===== src/rtl/imem_arbiter.sv =====
// Two-way arbiter and byte sequencer for the 8-bit instruction memory port.
// Optional IMEM_ARB_ALIGN_CHK_EN flags unaligned / out-of-range requests as errors.
module imem_arbiter #(
  parameter int unsigned ADDR_BITS = 8
) (
  input  logic                 clk,
  input  logic                 reset,
  input  logic                 f_req_valid,
  output logic                 f_req_ready,
  input  logic [31:0]          f_req_addr,
  output logic                 f_rsp_valid,
  output logic [31:0]          f_rsp_data,
  output logic                 f_rsp_err,
  input  logic                 d_req_valid,
  output logic                 d_req_ready,
  input  logic [31:0]          d_req_addr,
  input  logic                 d_req_we,
  input  logic [31:0]          d_req_wdata,
  output logic                 d_rsp_valid,
  output logic [31:0]          d_rsp_data,
  output logic                 d_rsp_err,
  output logic [ADDR_BITS-1:0] mem_addr,
  output logic                 mem_re,
  output logic                 mem_we,
  output logic [7:0]           mem_wdata,
  input  logic [7:0]           mem_rdata
);

  typedef enum logic [2:0] {
    S_IDLE,
    S_RD,
    S_RDWAIT,
    S_WR,
    S_RESP
  } state_t;

  state_t              state;
  logic                last_grant;  // 1 = debug was granted last
  logic                owner;       // 1 = debug owns the current transaction
  logic [1:0]          cnt;
  logic [31:0]         wbuf;
  logic [31:0]         word;
  logic                cap_en;

  logic                grant_f;
  logic                grant_d;
  logic                accept;
  logic                sel_we;
  logic                sel_err;
  logic [ADDR_BITS-1:0] sel_base;

  // Round-robin: on a tie the requester not granted last time wins.
  assign grant_f     = f_req_valid && (!d_req_valid || last_grant);
  assign grant_d     = d_req_valid && (!f_req_valid || !last_grant);
  assign f_req_ready = (state == S_IDLE) && grant_f;
  assign d_req_ready = (state == S_IDLE) && grant_d;
  assign accept      = f_req_ready || d_req_ready;
  assign sel_we      = grant_d && d_req_we;
  assign sel_base    = grant_d ? d_req_addr[ADDR_BITS-1:0] : f_req_addr[ADDR_BITS-1:0];

`ifdef IMEM_ARB_ALIGN_CHK_EN
  logic [31:0] sel_addr;
  assign sel_addr = grant_d ? d_req_addr : f_req_addr;
  assign sel_err  = (sel_addr[1:0] != 2'b00) || ((sel_addr >> ADDR_BITS) != 32'd0);
`else
  logic unused_upper_addr;
  assign sel_err           = 1'b0;
  assign unused_upper_addr = ^{f_req_addr, d_req_addr};
`endif

  always_ff @(posedge clk) begin
    if (reset) begin
      state       <= S_IDLE;
      last_grant  <= 1'b1;
      owner       <= 1'b0;
      cnt         <= 2'd0;
      wbuf        <= 32'd0;
      word        <= 32'd0;
      cap_en      <= 1'b0;
      f_rsp_valid <= 1'b0;
      f_rsp_data  <= 32'd0;
      f_rsp_err   <= 1'b0;
      d_rsp_valid <= 1'b0;
      d_rsp_data  <= 32'd0;
      d_rsp_err   <= 1'b0;
      mem_addr    <= '0;
      mem_re      <= 1'b0;
      mem_we      <= 1'b0;
      mem_wdata   <= 8'd0;
    end else begin
      // Read data returns one cycle after mem_re; shift it in big-endian order.
      cap_en <= mem_re;
      if (cap_en) word <= {word[23:0], mem_rdata};

      case (state)
        S_IDLE: begin
          if (accept) begin
            last_grant <= grant_d;
            owner      <= grant_d;
            mem_addr   <= sel_base;
            cnt        <= 2'd0;
            if (sel_err) begin
              state       <= S_RESP;
              f_rsp_valid <= !grant_d;
              f_rsp_err   <= !grant_d;
              d_rsp_valid <= grant_d;
              d_rsp_err   <= grant_d;
              f_rsp_data  <= 32'd0;
              d_rsp_data  <= 32'd0;
            end else if (sel_we) begin
              state     <= S_WR;
              mem_we    <= 1'b1;
              mem_wdata <= d_req_wdata[31:24];
              wbuf      <= {d_req_wdata[23:0], 8'h00};
            end else begin
              state  <= S_RD;
              mem_re <= 1'b1;
            end
          end
        end
        S_RD: begin
          if (cnt == 2'd3) begin
            mem_re <= 1'b0;
            state  <= S_RDWAIT;
          end else begin
            mem_addr <= mem_addr + ADDR_BITS'(1);
            cnt      <= cnt + 2'd1;
          end
        end
        S_RDWAIT: begin
          state <= S_RESP;
          if (owner) begin
            d_rsp_valid <= 1'b1;
            d_rsp_data  <= {word[23:0], mem_rdata};
          end else begin
            f_rsp_valid <= 1'b1;
            f_rsp_data  <= {word[23:0], mem_rdata};
          end
        end
        S_WR: begin
          if (cnt == 2'd3) begin
            mem_we      <= 1'b0;
            state       <= S_RESP;
            d_rsp_valid <= 1'b1;
            d_rsp_data  <= 32'd0;
          end else begin
            mem_addr  <= mem_addr + ADDR_BITS'(1);
            mem_wdata <= wbuf[31:24];
            wbuf      <= {wbuf[23:0], 8'h00};
            cnt       <= cnt + 2'd1;
          end
        end
        S_RESP: begin
          state       <= S_IDLE;
          f_rsp_valid <= 1'b0;
          f_rsp_data  <= 32'd0;
          f_rsp_err   <= 1'b0;
          d_rsp_valid <= 1'b0;
          d_rsp_data  <= 32'd0;
          d_rsp_err   <= 1'b0;
        end
        default: state <= S_IDLE;
      endcase
    end
  end

endmodule


===== config.mk =====
export PLATFORM = sky130hd
export DESIGN_NAME = imem_arbiter
export DESIGN_NICKNAME = d
export VERILOG_FILES = /design/src/rtl/imem_arbiter.sv
export SDC_FILE = /design/constraint.sdc
export NUM_CORES = 1
export LEC_CHECK = 0
export ABC_AREA = 1
export BUFFER_PORTS_ARGS = -buffer_cell sky130_fd_sc_hd__buf_4
export CORE_UTILIZATION = 35
export CTS_CLUSTER_SIZE = 28
export DETAILED_ROUTE_END_ITERATION = 16
export GPL_TIMING_DRIVEN = 0
export MAX_ROUTING_LAYER = met4
export PLACE_DENSITY_LB_ADDON = 0.12
export SYNTH_ARGS = -nofsm -noshare
export SYNTH_HDL_FRONTEND = slang
export SYNTH_SLANG_ARGS = --single-unit

===== constraint.sdc =====
create_clock -name clk -period 1.55 [get_ports clk]
set_input_delay 0.31 -clock clk [delete_from_list [all_inputs] [get_ports clk]]
set_output_delay 0.31 -clock clk [all_outputs]
set_load 0.01 [all_outputs]

After elaboration in Yosys (flattened, before gate mapping)
Index checks and enable logic that the tools add are counted.
Word-level totals
  output and inout bits: 88
  input port bits: 109
  register bits: 148
  logic and storage cells: 94
Cells by class
  equal/unequal tests: 14
  add/subtract/negate cells: 2
  reductions and logical operators: 26
  mux-type cells: 37
Operators by type and width (number)
  2-to-1 mux 32 bit: 6
  case mux 32 bit (2 select lines): 2
  case mux 32 bit (3 select lines): 1
  2-to-1 mux 8 bit: 6
  case mux 8 bit (2 select lines): 2
  != test 2 bit (second input constant): 9
  case mux 3 bit (4 select lines): 1
  AND reduction 4 bit: 3
  2-to-1 mux 3 bit: 3
  AND reduction 3 bit: 3
  adder 8 x 1 -> 8 bit (second input constant): 1
  2-to-1 mux 1 bit: 8
  nonzero test 2 bit: 4
  equality test 3 x 2 -> 1 bit (second input constant): 2
  2-to-1 mux 2 bit: 3
  case mux 1 bit (2 select lines): 3
  logical AND 1 bit: 5
  case mux 2 bit (2 select lines): 1
  AND reduction 2 bit: 2
  equality test 3 x 1 -> 1 bit (second input constant): 1
  equality test 3 bit (second input constant): 1
  logical NOT 1 bit: 3
  logical NOT 3 bit: 1
  logical OR 1 bit: 3
  other kinds (5): 5

Logic depth before layout (Yosys ltp)
  depth in word-level cells: 7
  depth in mapped cells: 10

Worst setup path before layout
OpenSTA, ideal clock, no wires.
  kind: reg-to-reg
  from: register state[2]
  to: register wbuf[16]
  path buffers: 1
  setup slack: 0.114 ns
  arrival time: 1.321 ns
  data required time: 1.434 ns
  stages on the path, launching flop included: 10
  path through: dfxtp_1 > nor2_1 > nand2_1 > nor2_2 > nand2_1 > nand2_2 > inv_2 > buf_2 > nor2_1 > nor2_1
On the way
  word-level cells in the longest chain between the ends: 5
  elaborated cells on any way between the ends: 11
RTL lines
  start: declaration: line 37  | state_t state;
  start signal: assignment: line 73  | state <= S_IDLE;
  start signal: assignment: line 103  | state <= S_RESP;
  start signal: assignment: line 111  | state <= S_WR;
  logical NOT 3 bit: line 56  | assign d_req_ready = (state == S_IDLE) && grant_d;
  logical AND 1 bit: line 56
  net d_req_ready: line 15  | output logic d_req_ready,
  logical OR 1 bit: line 57  | assign accept = f_req_ready || d_req_ready;
  != test 2 bit (no source line)
  AND reduction 4 bit (no source line)
  end signal: assignment: line 114  | wbuf <= {d_req_wdata[23:0], 8'h00};
  end signal: assignment: line 149  | wbuf <= {wbuf[23:0], 8'h00};
  end: declaration: line 41  | logic [31:0] wbuf;
The timed path passes the listed nets, and every way through them passes these cells.
A chain may end at the register's enable or synchronous reset.

Worst setup path after layout
  from: register state[2]
  to: output f_req_ready
On the way
  word-level cells in the longest chain between the ends: 2
RTL lines
  logical NOT 3 bit: line 55  | assign f_req_ready = (state == S_IDLE) && grant_f;
  logical AND 1 bit: line 55
  end: declaration: line 9  | output logic f_req_ready,
Every way passes these cells.

==> flow_summary.json <==
{
  "hold_viol": 0,
  "grt_start_max_net_pins": 20,
  "synth_top_family_by_area": "simple AND/OR/NAND/NOR gates",
  "slew_headroom": 0.5493,
  "final_util": 0.4958,
  "synth-compound-area-share": 0.1339,
  "ant_nets": 0,
  "n_antenna_cell": 0,
  "dr_wl_met3_um": 795,
  "rsz0062_at_grt": "yes",
  "avgSynthCellArea_um2": 6.904,
  "setup.worst_path.end_class": "output port",
  "insertion_delay_ns": 0.42,
  "drc": 0,
  "overflow": 0,
  "cp.required_ns": 1.24,
  "setup_viol": 2,
  "place.gp.congestion": 0.8612,
  "synthMuxAreaShare": 0,
  "grt_usage": 0.2111,
  "grt_pass1_vias": 5344,
  "r2r-end": "f_rsp_data[24]",
  "port_buffers": 145,
  "layout.cells.non_filler": 1253,
  "rrSetupSlack_ns": 0.03,
  "nFillCells": 1753,
  "dpl.hpwl_mm": 12.78,
  "status": "finished with violations",
  "drt_iter0_markers": 264,
  "final_common_cell": "nand2_1",
  "postSynthCellCount": 850,
  "ir_worst_vdd_mv": 1.044,
  "nNetsFinal": 1135,
  "finClkSkew_ns": 0.009249,
  "min_from": "mem_rdata[7]",
  "antenna_found_initial": 0,
  "synth_seq_area_share": 0.4776,
  "r2r_start": "state[2]",
  "first_pass_iters": 5,
  "die_y_um": 131.5,
  "synthSimpleGateAreaFrac": 0.3117,
  "critical_path.slowest_cell": "dfxtp_2",
  "dp.cells": 1212,
  "cpPeakStageDelay_ns": 0.34,
  "reg2reg_depth": 6,
  "cts_buffers": 17,
  "maxSlewViolCount": 0,
  "yosysWarnings": 0,
  "cts_buffer_depth": 2,
  "setup_slack_ns": -0.07038,
  "num_vias": 5763,
  "htree_levels": 4,
  "met1_length_mm": 8.331,
  "fmax_ghz": 0.6171,
  "synth.cell_area_um2": 5868,
  "drive_gt1_frac": 0.2411,
  "crit_chain": "nor2_4 > nand2_2 > inv_2 > nand2_2 > inv_2 > buf_6",
  "worstMarginPinSlew_ns": 0.6760,
  "synth_cell_types": 29,
  "cap_violations": 0,
  "core-area_um2": 16120,
  "num_io_pins": 197,
  "rows": 46,
  "crit_arrival_ns": 1.31,
  "hp-class": "in -> reg",
  "avgViaCountPerCell": 4.599,
  "violations": "negative setup slack",
  "tritoncts": "yes",
  "period_minus_slack_ns": 1.620,
  "wl_met2_mm": 8.094,
  "start_kind": "register",
  "area_growth_pct": 36.16,
  "p_leak_nw": 3.863,
  "clock_sinks": 140,
  "synthAdderAreaFrac": 0.004264,
  "start_util": 0.3641,
  "root_buffer": "clkbuf_16",
  "clk_pin_slew_ns": 0.06,
  "ys_ff_latch": 140,
  "crit_fanout": 3,
  "postCtsHoldBufs": 0,
  "wl_per_cell_um": 13.92,
  "holdPathStages": 3,
  "critPathKind": "reg -> out",
  "min_to": "word[7]",
  "wl_mm": 17.44,
  "synthXorXnorAreaFrac": 0,
  "die_width_um": 131.5,
  "dieArea_um2": 17290,
  "period_share": 1.045,
  "grt_pass1_wl_mm": 28.01,
  "final_cell_mix": "206 x nand2_1, 192 x nor2_1, 165 x buf_4",
  "top_layer_used": "met4",
  "power.density_nw_per_um2": 2020
}
## report_power, final
group          switching [mW]  internal [mW]  leakage (nW)
clock                    1.64           2.31         0.274
combinational            3.86           2.76          2.44
sequential              0.774           4.78          1.15
## logic make-up (layout without fill, tap and decap cells)
family,count (synthesis),after routing
other,1,2
AOI/OAI and AO/OA,150,150
adders and majority gates,2,2
and+or+nand+nor,455,455
buffers and inverters,102,288
DFF,140,140
## layer usage
| metal | GRT usage | vias up |
|---|---|---|
| li1 | - | 3033 |
| met1 | 0.2681 | 2582 |
| met2 | 0.3336 | 134 |
| met3 | 0.05054 | 14 |
| met4 | 0.05685 | 0 |
| met5 | - | - |
## synthesized netlist by cell type, drive strengths merged
master    n  area, µm²
a21boi    1      7.510
a21oi    40      200.2
a22oi     8      60.06
buf      29      147.6
clkbuf   21      78.83
conb      1      3.750
dfxtp   140       2803
ha        2      25.02
inv      52      195.2
nand2   216      830.8
nand3    35      192.7
nand3b    3      26.27
nand4     1      6.260
nor2    199      768.2
nor3      1      5.000
o211ai    3      22.52
o21ai    96      480.5
o21bai    2      15.01
## cell type report
| type | instances | area (µm²) | area share |
|---|---|---|---|
| buffer | 48 | 256.5 | 0.03210 |
| clock inverter | 12 | 111.4 | 0.01394 |
| tap | 216 | 270.3 | 0.03382 |
| timing repair buffer | 156 | 1175 | 0.1470 |
| inverter | 52 | 205.2 | 0.02568 |
| clock buffer | 20 | 456.7 | 0.05716 |
| sequential | 140 | 2809 | 0.3515 |
| multi-input combinational | 609 | 2706 | 0.3387 |
## worst max-delay path: cells and delay by family, from the launching register on
| family | cells | cell delay [ns] |
|---|---|---|
| AND/OR/NAND/NOR | 3 | 0.32 |
| buffers and inverters | 3 | 0.24 |
| flip-flops | 1 | 0.34 |
## state kept, by name, indices dropped and copies added (netlist names)
signal	count
d_rsp_data	32
f_rsp_data	32
wbuf	24
word	24
mem_addr	8
mem_wdata	8
state	3
cnt	2
cap_en	1
d_rsp_valid	1
f_rsp_valid	1
last_grant	1
mem_re	1
mem_we	1
owner	1
## repair_timing
item | in CTS | in global routing
pin swaps | 3 | 4
endpoints found under the setup margin | 102 | 95
buffers inserted | 7 | 4
endpoints found under the hold margin | 0 | 0
gates resized for setup | 39 | 18
## metrics by stage
stage | setup TNS [ns] | power [mW] | hold WS (ns) | area [µm²] | setup WS, ns
detailed placement | -14.00 | 11.79 | 0.4409 | 7231 | -0.2933
floorplan | 0 | 9.263 | 0.4349 | 5872 | 0.1137
finish | -0.1201 | 16.14 | 0.1440 | 7990 | -0.07038
CTS | -0.1592 | 16.09 | 0.1299 | 7924 | -0.08964
global route | -3.824 | 17.31 | 0.1420 | 7990 | -0.1256
global placement | -15.18 | 11.74 | 0.4447 | 7231 | -0.2979
## worst max-delay path by stage
stage / from / slack [ns] / endpoint / cells past startpoint
2_1_floorplan: state[2] / 0.11 / wbuf[16] / 9
3_3_place_gp: state[0] / -0.30 / f_rsp_data[27] / 7
3_5_place_dp: state[0] / -0.29 / f_rsp_data[24] / 7
4_1_cts: state[0] / -0.09 / f_req_ready / 6
5_1_grt: state[2] / -0.13 / f_req_ready / 6
6_report: state[2] / -0.07 / f_req_ready / 6
(Power assumes the default switching activity.)
